--- src/rtl/serial_deser4.sv ---
// Serial-in / parallel-out receiver: frames WIDTH-bit words on a sync strobe and
// presents each completed word through a one-word valid/ready holding buffer.
module serial_deser4 #(
   parameter int WIDTH     = 4,
   parameter bit MSB_FIRST = 1'b1
) (
   input  logic             clk,
   input  logic             rst_n,
   input  logic             sin,
   input  logic             sin_en,
   input  logic             sync,
   output logic [WIDTH-1:0] dout,
   output logic             dout_valid,
   input  logic             dout_ready,
   output logic             busy,
   output logic             overrun,
   output logic             frame_err,
   input  logic             clr_err
);

   // Handshake: a word transfers on an edge where dout_valid=1 and dout_ready=1;
   // dout and dout_valid hold steady until that happens.

   localparam int CW = $clog2(WIDTH + 1);

   typedef enum logic {IDLE = 1'b0, SHIFT = 1'b1} state_t;

   state_t           state, state_nx;
   logic [CW-1:0]    cnt, cnt_nx;
   logic [WIDTH-1:0] sr, sr_nx, sr_shift, sr_first;
   logic             word_done, frame_resync;
   logic             drain, load;

   always_comb begin
      sr_shift = MSB_FIRST ? {sr[WIDTH-2:0], sin} : {sin, sr[WIDTH-1:1]};
      sr_first = MSB_FIRST ? {{(WIDTH-1){1'b0}}, sin} : {sin, {(WIDTH-1){1'b0}}};
   end

   always_ff @(posedge clk or negedge rst_n) begin
      if (!rst_n) begin
         state <= IDLE;
         cnt   <= '0;
         sr    <= '0;
      end else begin
         state <= state_nx;
         cnt   <= cnt_nx;
         sr    <= sr_nx;
      end
   end

   always_comb begin
      state_nx     = state;
      cnt_nx       = cnt;
      sr_nx        = sr;
      word_done    = 1'b0;
      frame_resync = 1'b0;
      if (sin_en) begin
         case (state)
            IDLE: begin
               if (sync) begin
                  sr_nx    = sr_first;
                  cnt_nx   = CW'(1);
                  state_nx = SHIFT;
               end
            end
            SHIFT: begin
               if (sync) begin
                  frame_resync = 1'b1;
                  sr_nx        = sr_first;
                  cnt_nx       = CW'(1);
               end else begin
                  sr_nx = sr_shift;
                  if (cnt == CW'(WIDTH - 1)) begin
                     word_done = 1'b1;
                     cnt_nx    = '0;
                     state_nx  = IDLE;
                  end else begin
                     cnt_nx = cnt + 1'b1;
                  end
               end
            end
            default: state_nx = IDLE;
         endcase
      end
   end

   assign drain = dout_valid & dout_ready;
   // A completed word may enter the buffer on the same edge the old one leaves.
   assign load  = word_done & (~dout_valid | dout_ready);

   always_ff @(posedge clk or negedge rst_n) begin
      if (!rst_n) begin
         dout       <= '0;
         dout_valid <= 1'b0;
         overrun    <= 1'b0;
         frame_err  <= 1'b0;
      end else begin
         if (load) begin
            dout       <= sr_shift;
            dout_valid <= 1'b1;
         end else if (drain) begin
            dout_valid <= 1'b0;
         end
         overrun   <= (word_done & ~load) | (overrun & ~clr_err);
         frame_err <= frame_resync | (frame_err & ~clr_err);
      end
   end

   assign busy = (state == SHIFT);

endmodule
--- config.mk ---
export PLATFORM = sky130hd
export DESIGN_NAME = serial_deser4
export DESIGN_NICKNAME = d
export VERILOG_FILES = /design/src/rtl/serial_deser4.sv
export SDC_FILE = /design/constraint.sdc
export NUM_CORES = 1
export LEC_CHECK = 0
export BUFFER_PORTS_ARGS = -buffer_cell sky130_fd_sc_hd__buf_2
export CELL_PAD_IN_SITES_DETAIL_PLACEMENT = 0
export CELL_PAD_IN_SITES_GLOBAL_PLACEMENT = 1
export CORE_MARGIN = 2
export CORE_UTILIZATION = 42
export CTS_BUF_LIST = sky130_fd_sc_hd__clkbuf_8
export DETAILED_ROUTE_END_ITERATION = 10
export GPL_TIMING_DRIVEN = 1
export PLACE_DENSITY = 0.81
export SYNTH_ARGS = -nofsm -noshare
export SYNTH_HDL_FRONTEND = slang
export SYNTH_SLANG_ARGS = --single-unit
--- constraint.sdc ---
create_clock -name clk -period 2 [get_ports clk]
set_input_delay 0.2 -clock clk [delete_from_list [all_inputs] [get_ports clk]]
set_output_delay 0.2 -clock clk [all_outputs]
set_load 0.01 [all_outputs]
### Yosys cells after proc, flatten, opt, wreduce, memory -nomap -nowiden

Cells that the tools add are included.

| operators by class | value |
|---|---|
| bitwise operators | 12 |
| multiplexer cells | 19 |
| reduce and logical (&&, ||, !) cells | 2 |
| equal/unequal tests | 2 |
| $add $sub $neg | 1 |

Operator list:

| cell | number |
|---|---|
| $mux W3 | 5 |
| $pmux W3 S2 | 2 |
| $mux W1 | 11 |
| $and A1 B1 Y1 | 5 |
| $not A1 Y1 | 4 |
| $add A3 B1 Y3 const B | 1 |
| $eq A3 B2 Y1 const B | 1 |
| $or A1 B1 Y1 | 3 |
| $ne A2 B2 Y1 const B | 1 |
| $pmux W1 S2 | 1 |
| $reduce_and A2 Y1 | 1 |
| $reduce_bool A2 Y1 | 1 |

| word-level totals | value |
|---|---|
| input bits | 7 |
| logic and storage cells | 43 |
| register bits after elaboration | 14 |

### Depth between registers and ports, before layout

Gate-level depths: netlist of run 1.

| depth | value |
|---|---|
| depth in word-level cells | 9 |
| gate-level depth with buffers | 4 |

### Worst setup path after synthesis of run 1

Ideal clock, no wire load.

| path | value |
|---|---|
| path kind | reg2reg |
| start | register cnt[0] |
| end | register dout[0] |
| clock period less this slack | 1485 ps |
| library setup time | 125 ps |
| stages on the path, launching flop included | 5 |
| setup slack | 515 ps |
| data arrival time | 1360 ps |
| path through | dfrtp_1 > ha_1 > nand2b_4 > nor4b_4 > mux2_4 |

| on the way | value |
|---|---|
| longest elaborated chain between the ends | 6 |

RTL lines:

| what | line | source |
|---|---|---|
| start, declared | 29 | `logic [CW-1:0] cnt, cnt_nx;` |
| start signal, assigned | 46 | `cnt <= cnt_nx;` |
| $eq A3 B2 Y1 | 73 | `if (cnt == CW'(WIDTH - 1)) begin` |
| $mux W1 | 73 |  |
| $mux W1 | 67 | `if (sync) begin` |
| $mux W1 | 58 | `case (state)` |
| $mux W1 | 57 | `if (sin_en) begin` |
| $and A1 B1 Y1 | 89 | `assign load = word_done & (~dout_valid \| dout_ready);` |
| end signal, assigned | 99 | `dout <= sr_shift;` |
| end, declared | 12 | `output logic [WIDTH-1:0] dout,` |

Every way passes these cells.
A chain may end at the register's enable or synchronous reset.

### Worst setup path after layout of run 1

Ends and elaborated chain as after synthesis.

==> results of run 1 <==
==> through the flow <==
stage | std cells | utilization | worst slack [ps] | power [mW]
after global routing | 88 | 0.539 | 345 | 1.10
after floorplan | 55 | - | 515 | 0.647
after CTS | 88 | 0.539 | 398 | 1.04
after detailed placement | 83 | 0.495 | 414 | 0.756
final | 88 | 0.539 | 414 | 1.03
after global placement | 83 | 0.495 | 476 | 0.755
==> registers in the layout, indices dropped and copies added, names as in the netlist <==
name / flops
dout: 4
dout_valid: 1
sr: 3
busy: 1
cnt: 3
overrun: 1
frame_err: 1
==> area by class of cell <==
| type | instances | area, sq um |
|---|---|---|
| flip-flops and latches | 14 | 350 |
| clock buffers | 4 | 55.1 |
| repair buffers | 16 | 87.6 |
| well taps | 16 | 20.0 |
| multi-input cells | 34 | 274 |
| inverters | 4 | 15.0 |
| fillers | 127 | 687 |
==> power by group through the flow <==
stage / clock [mW] / sequential, mW / combinational (mW)
finish: 0.278 / 0.427 / 0.329
global placement: 0 / 0.429 / 0.326
floorplan: 0 / 0.450 / 0.198
CTS: 0.284 / 0.428 / 0.332
detailed placement: 0 / 0.430 / 0.326
global route: 0.300 / 0.437 / 0.366
==> worst max-delay path, cell delays in order (launching register included) <==
cell      delay (ps)
dfrtp_1          360
ha_1             230
nand2b_4          90
nor4b_4          440
mux2_4           350
==> placed cells by master, fill, tap and decap left out <==
cell type and instances:
dfrtp_1 14, buf_2 14, o21ai_0 6, inv_1 4, mux2_4 4, nand2_1 4
clkbuf_8 4, a31oi_1 3, nor2b_1 2, o2bb2ai_1 2, nand2b_4 1, nand2_4 1
or3_2 1, nand2b_1 1, o22ai_1 1, nand3_1 1, nor4b_4 1, nand4_1 1
nor2_1 1, mux2_2 1, a21oi_1 1, o21a_1 1, ha_1 1, dlygate4sd3_1 1
buf_4 1
==> cells by family (layout without fill, tap and decap cells) <==
family | count (synthesis) | after routing | share of synthesized area
AO/OA/AOI/OAI | 14 | 14 | 0.129
adder cells (fa/ha/maj) | 1 | 1 | 0.0189
buffers and inverters | 7 | 24 | 0.0549
flip-flops | 14 | 14 | 0.530
multiplexers | 5 | 5 | 0.108
AND/OR/NAND/NOR | 14 | 14 | 0.159
==> layer usage <==
layer / up-vias / share of wire / GRT usage
li1: 229 / - / -
met1: 228 / 0.45 / 0.203
met2: 13 / 0.47 / 0.229
met3: 5 / 0.045 / 0.0375
met4: 0 / 0.036 / 0.127
met5: - / 0 / 0
==> timing repair <==
action	4_1_cts	5_1_grt
hold buffers	1	0
setup buffers	0	0
endpoints found under the setup margin	0	0
hold endpoints to repair	14	0
==> Yosys cell counts (all sizes together) (2+ instances only) <==
cell     number
nor2b         2
nand2         5
buf           3
o21ai         6
dfrtp        14
a31oi         3
inv           4
nand2b        2
mux2          5
o2bb2ai       2
==> worst paths after layout <==
path / start / endpoint / slack (ps) / cells past startpoint
setup reg to reg: cnt[0]$_DFFE_PN0P_ / dout[0]$_DFFE_PN0P_ / 410 / 4
max in group asynchronous: rst_n / cnt[2]$_DFFE_PN0P_ / 1390 / 2
setup / recovery: cnt[0]$_DFFE_PN0P_ / dout[0]$_DFFE_PN0P_ / 410 / 4
hold / removal: clr_err / overrun$_DFF_PN0_ / 160 / 2
min in group asynchronous: rst_n / dout[2]$_DFFE_PN0P_ / 370 / 2
hold reg to reg: cnt[2]$_DFFE_PN0P_ / cnt[2]$_DFFE_PN0P_ / 490 / 1
==> summary.md, run 1 <==
| Metric | Value |
|---|---|
| Gr usage total | 0.159 |
| Layout overhead on the synthesized area | 21.4% |
| Clock skew | 6.82 ps |
| P_leak | 0.393 nW |
| Clock Tree Root | clkbuf_8 |
| Clock share of power | 0.269 |
| Max IR drop VDD | 0.771 mV |
| Crit path kind | flip-flop to flip-flop |
| CTS tree | built |
| FF+latch count, synth | 14 |
| Top_reg_cell synth | dfrtp_1 |
| Setup violators final | 0 |
| Initial antenna violation count | 0 |
| Top cells by area, synth | dfrtp_1 (53%), mux2_4 (9.1%), o21ai_0 (4.5%) |
| Worst-Margin Slew | 417 ps |
| Core box area | 1490 sq um |
| Outcome | completed |
| WP data arrival | 1710 ps |
| Post-Syn Nets | 63 |
| 1st-iter DRT viols | 6 |
| WL final | 1230 um |
| Gpl congestion | 0.858 |
| Synth Warn # | 0 |
| H-tree levels | 1 |
| Min cycle time layout | 1590 ps |
| Share of flip-flops with an asynchronous set or reset | 1.00 |
| IO Pins | 15 |
| Vias in the first global route | 451 |
| Share of post-route cells with drive strength above 1 | 0.389 |
| First-pass DRT Iterations | 3 |
| Sequential area share after synthesis | 0.530 |
| Min-delay worst type | primary input to flip-flop |
| Gate power share | 0.318 |
| Vias/cell | 5.40 |
| Max_slew headroom | 0.721 |
| Largest net degree at the start of global routing | 15 |
| Fin Hold WS | 155 ps |
| Placed cell areas | 737 sq um |
| DP HPWL | 847 um |
| Vias after detailed routing | 475 |
| Post-route DRC violation count | 0 |
| CP startpoint kind | flip-flop |
| Worst-case clock buffer depth | 2 |
| Cts bufs inserted | 3 |
| Final TNS setup | 0 ps |
| Clock latency on the worst-skew pair | 250 ps |
| Antenna fix cells | 0 |
| Design Area, Final | 802 sq um |
| Fin crit share | 0.793 |
| Die W | 43.7 um |
| Post-synth top area share | 0.530 |
| Area leader, netlist | dfrtp_1 |
| Row cnt | 14 |
| Cells after synthesis | 55 |
| Switching portion of total power | 0.315 |
| Setup crit end kind | flip-flop |
| DR WL/cell | 14.0 um |
| Power Density | 1290 nW/um^2 |
| Final hold vios | 0 |
| Max cap viols | 0 |
| Worst EP required | 2130 ps |
| Die Y | 43.7 um |
| Net switching power | 0.326 mW |
| Post-synth EDFFs | 0 |
| Final net count | 81 |
| Avg Cell Area, Syn | 12.0 sq um |
| Post-route ant nets | 0 |
| Clock slew seen by the registers of the worst setup and hold paths | 50 ps |
| Total gr overflow | 0 |
| Fmax | 0.631 GHz |
| Post-Syn Area | 661 sq um |
| First-pass GRT wire length | 2080 um |
| TritonCTS Sinks | 14 |
| Initial Util | 0.444 |
| Fin. max-slew vios | 0 |
| RSZ-0062 raised after global routing | false |
| Critical Path Fanout Max | 5 |
| Post_cts resized | 0 |
| Full die area | 1910 sq um |
| Synth cell types | 23 |
| Pint | 0.709 mW |
| IO buf count | 14 |
| Sequential power share | 0.413 |
No activity file was read; power rests on OpenSTA's default activity.
==> inputs of run 2 (changes only) <==
==> constraint.sdc (replaced) <==
create_clock -name clk -period 1.63 [get_ports clk]
set_input_delay 0.163 -clock clk [delete_from_list [all_inputs] [get_ports clk]]
set_output_delay 0.163 -clock clk [all_outputs]
set_load 0.01 [all_outputs]
==> summary.md, run 2 (synthesis gave the netlist of run 1 again) <==
| Metric | Value |
|---|---|
| Outcome | completed |
| Final Power | 1.20 mW |
| Final hold vios | 0 |
| Worst-Margin Slew | 413 ps |
| Full die area | 1910 sq um |
| P_leak | 0.385 nW |
| Share of post-route cells with drive strength above 1 | 0.380 |
| First-pass DRT Iterations | 4 |
| Min cycle time layout | 1570 ps |
| Initial Util | 0.444 |
| Max IR drop VDD | 0.660 mV |
| TritonCTS Sinks | 14 |
| Max cap viols | 0 |
| Fin crit share | 0.961 |
| Commonest cells after routing, fill and taps aside | dfrtp_1 (14), buf_2 (14), o21ai_0 (6) |
| IO buf count | 14 |
| Worst EP required | 1750 ps |
| Post-route DRC violation count | 0 |
| Largest register by flop count | dout |
| Gr usage total | 0.142 |
| Post-route ant nets | 0 |
| Clock share of power | 0.226 |
| Setup violators final | 0 |
| Largest net degree at the start of global routing | 15 |
| Die Y | 43.7 um |
| Die W | 43.7 um |
| Layout overhead on the synthesized area | 19.3% |
| Vias in the first global route | 393 |
| IO Pins | 15 |
| Largest registers | dout x4, cnt x3, sr x3 |
| Vias/cell | 5.24 |
| Core box area | 1490 sq um |
| Final TNS setup | 0 ps |
| Fmax | 0.638 GHz |
| Fin. max-slew vios | 0 |
| Power Density | 1520 nW/um^2 |
| Fill cells | 139 |
| Total gr overflow | 0 |
| Final net count | 81 |
| Setup crit end kind | flip-flop |
| Clock latency on the worst-skew pair | 240 ps |
| Gate power share | 0.337 |
| Clock Tree Root | clkbuf_8 |
| DP HPWL | 873 um |
| Worst-case clock buffer depth | 2 |
| Min-delay worst type | primary input to flip-flop |
| Gpl congestion | 0.892 |
| H-tree levels | 1 |
| Max_slew headroom | 0.724 |
| Flip-flop count of the largest register after layout | 4 |
| DR WL/cell | 13.3 um |
| CTS tree | built |
| Antenna fix cells | 0 |
| First-pass GRT wire length | 1880 um |
| RSZ-0062 raised after global routing | false |
| Vias after detailed routing | 456 |
| Crit path kind | flip-flop to flip-flop |
| Initial antenna violation count | 0 |
| Clock slew seen by the registers of the worst setup and hold paths | 50 ps |
| Final worst slack | 63.5 ps |
| Setup slack at placement | 62.1 ps |
| Row cnt | 14 |
| WP data arrival | 1690 ps |
| Sequential power share | 0.437 |
| Setup bufs post-CTS | 0 |
| Clock skew | 2.20 ps |
| Cts bufs inserted | 3 |
| CP startpoint kind | flip-flop |
| WL final | 1160 um |
| Pint | 0.821 mW |
| Critical Path Fanout Max | 5 |
| Switching portion of total power | 0.315 |
| Net switching power | 0.378 mW |
| 1st-iter DRT viols | 6 |
run 2: cell types whose count changed in the layout (fill, tap and decap cells not counted):
cell / previous run / this run
clkbuf_8: 4 / 3
run 2: worst max-delay path, stage by stage (launching register included):
cell      delay (ps)
dfrtp_1          360
ha_1             230
nand2b_4          90
nor4b_4          430
mux2_4           330
run 2: final cells by class:
cell class	instances	area, sq um	area share
flip-flops and latches	14	350	0.444
multi-input cells	34	274	0.348
repair buffers	16	87.6	0.111
clock buffers	3	41.3	0.0524
well taps	16	20.0	0.0254
inverters	4	15.0	0.0190
run 2: metal layers:
metal	wire, um	track usage
met1	603	0.203
met2	457	0.179
met3	65	0.0375
met4	30	0.109
met5	0	0
run 2: path summary, 6_finish.rpt:
kind                               startpoint                   to  slack (ps)  cells past startpoint
max in group asynchronous               rst_n    sr[0]$_DFFE_PN0P_        1050                      2
setup / recovery           cnt[0]$_DFFE_PN0P_  dout[3]$_DFFE_PN0P_          60                      4
setup reg to reg           cnt[0]$_DFFE_PN0P_  dout[3]$_DFFE_PN0P_          60                      4
hold / removal                        clr_err    overrun$_DFF_PN0_         120                      2
min in group asynchronous               rst_n  dout[0]$_DFFE_PN0P_         350                      2
hold reg to reg            cnt[2]$_DFFE_PN0P_   cnt[2]$_DFFE_PN0P_         480                      1
run 2: power by group through the flow:
stage	combinational (mW)	sequential, mW	clock [mW]
finish	0.405	0.524	0.270
global route	0.443	0.535	0.298
CTS	0.413	0.524	0.280
detailed placement	0.409	0.528	0
global placement	0.401	0.527	0
floorplan	0.243	0.552	0
run 2: metrics by stage:
step                      instance area (sq um)  std cells  hold WS (ps)  utilization
after CTS                                   788         87           119        0.529
after global placement                      737         83          68.9        0.495
after global routing                        788         87           136        0.529
after floorplan                             661         55          -133            -
final                                       788         87           123        0.529
after detailed placement                    737         83          72.7        0.495
run 2: repair_timing:
action / 4_1_cts / 5_1_grt
setup endpoints to repair: 0 / 0
hold buffers: 1 / 0
endpoints found under the hold margin: 14 / 0
resized for setup: 0 / 0
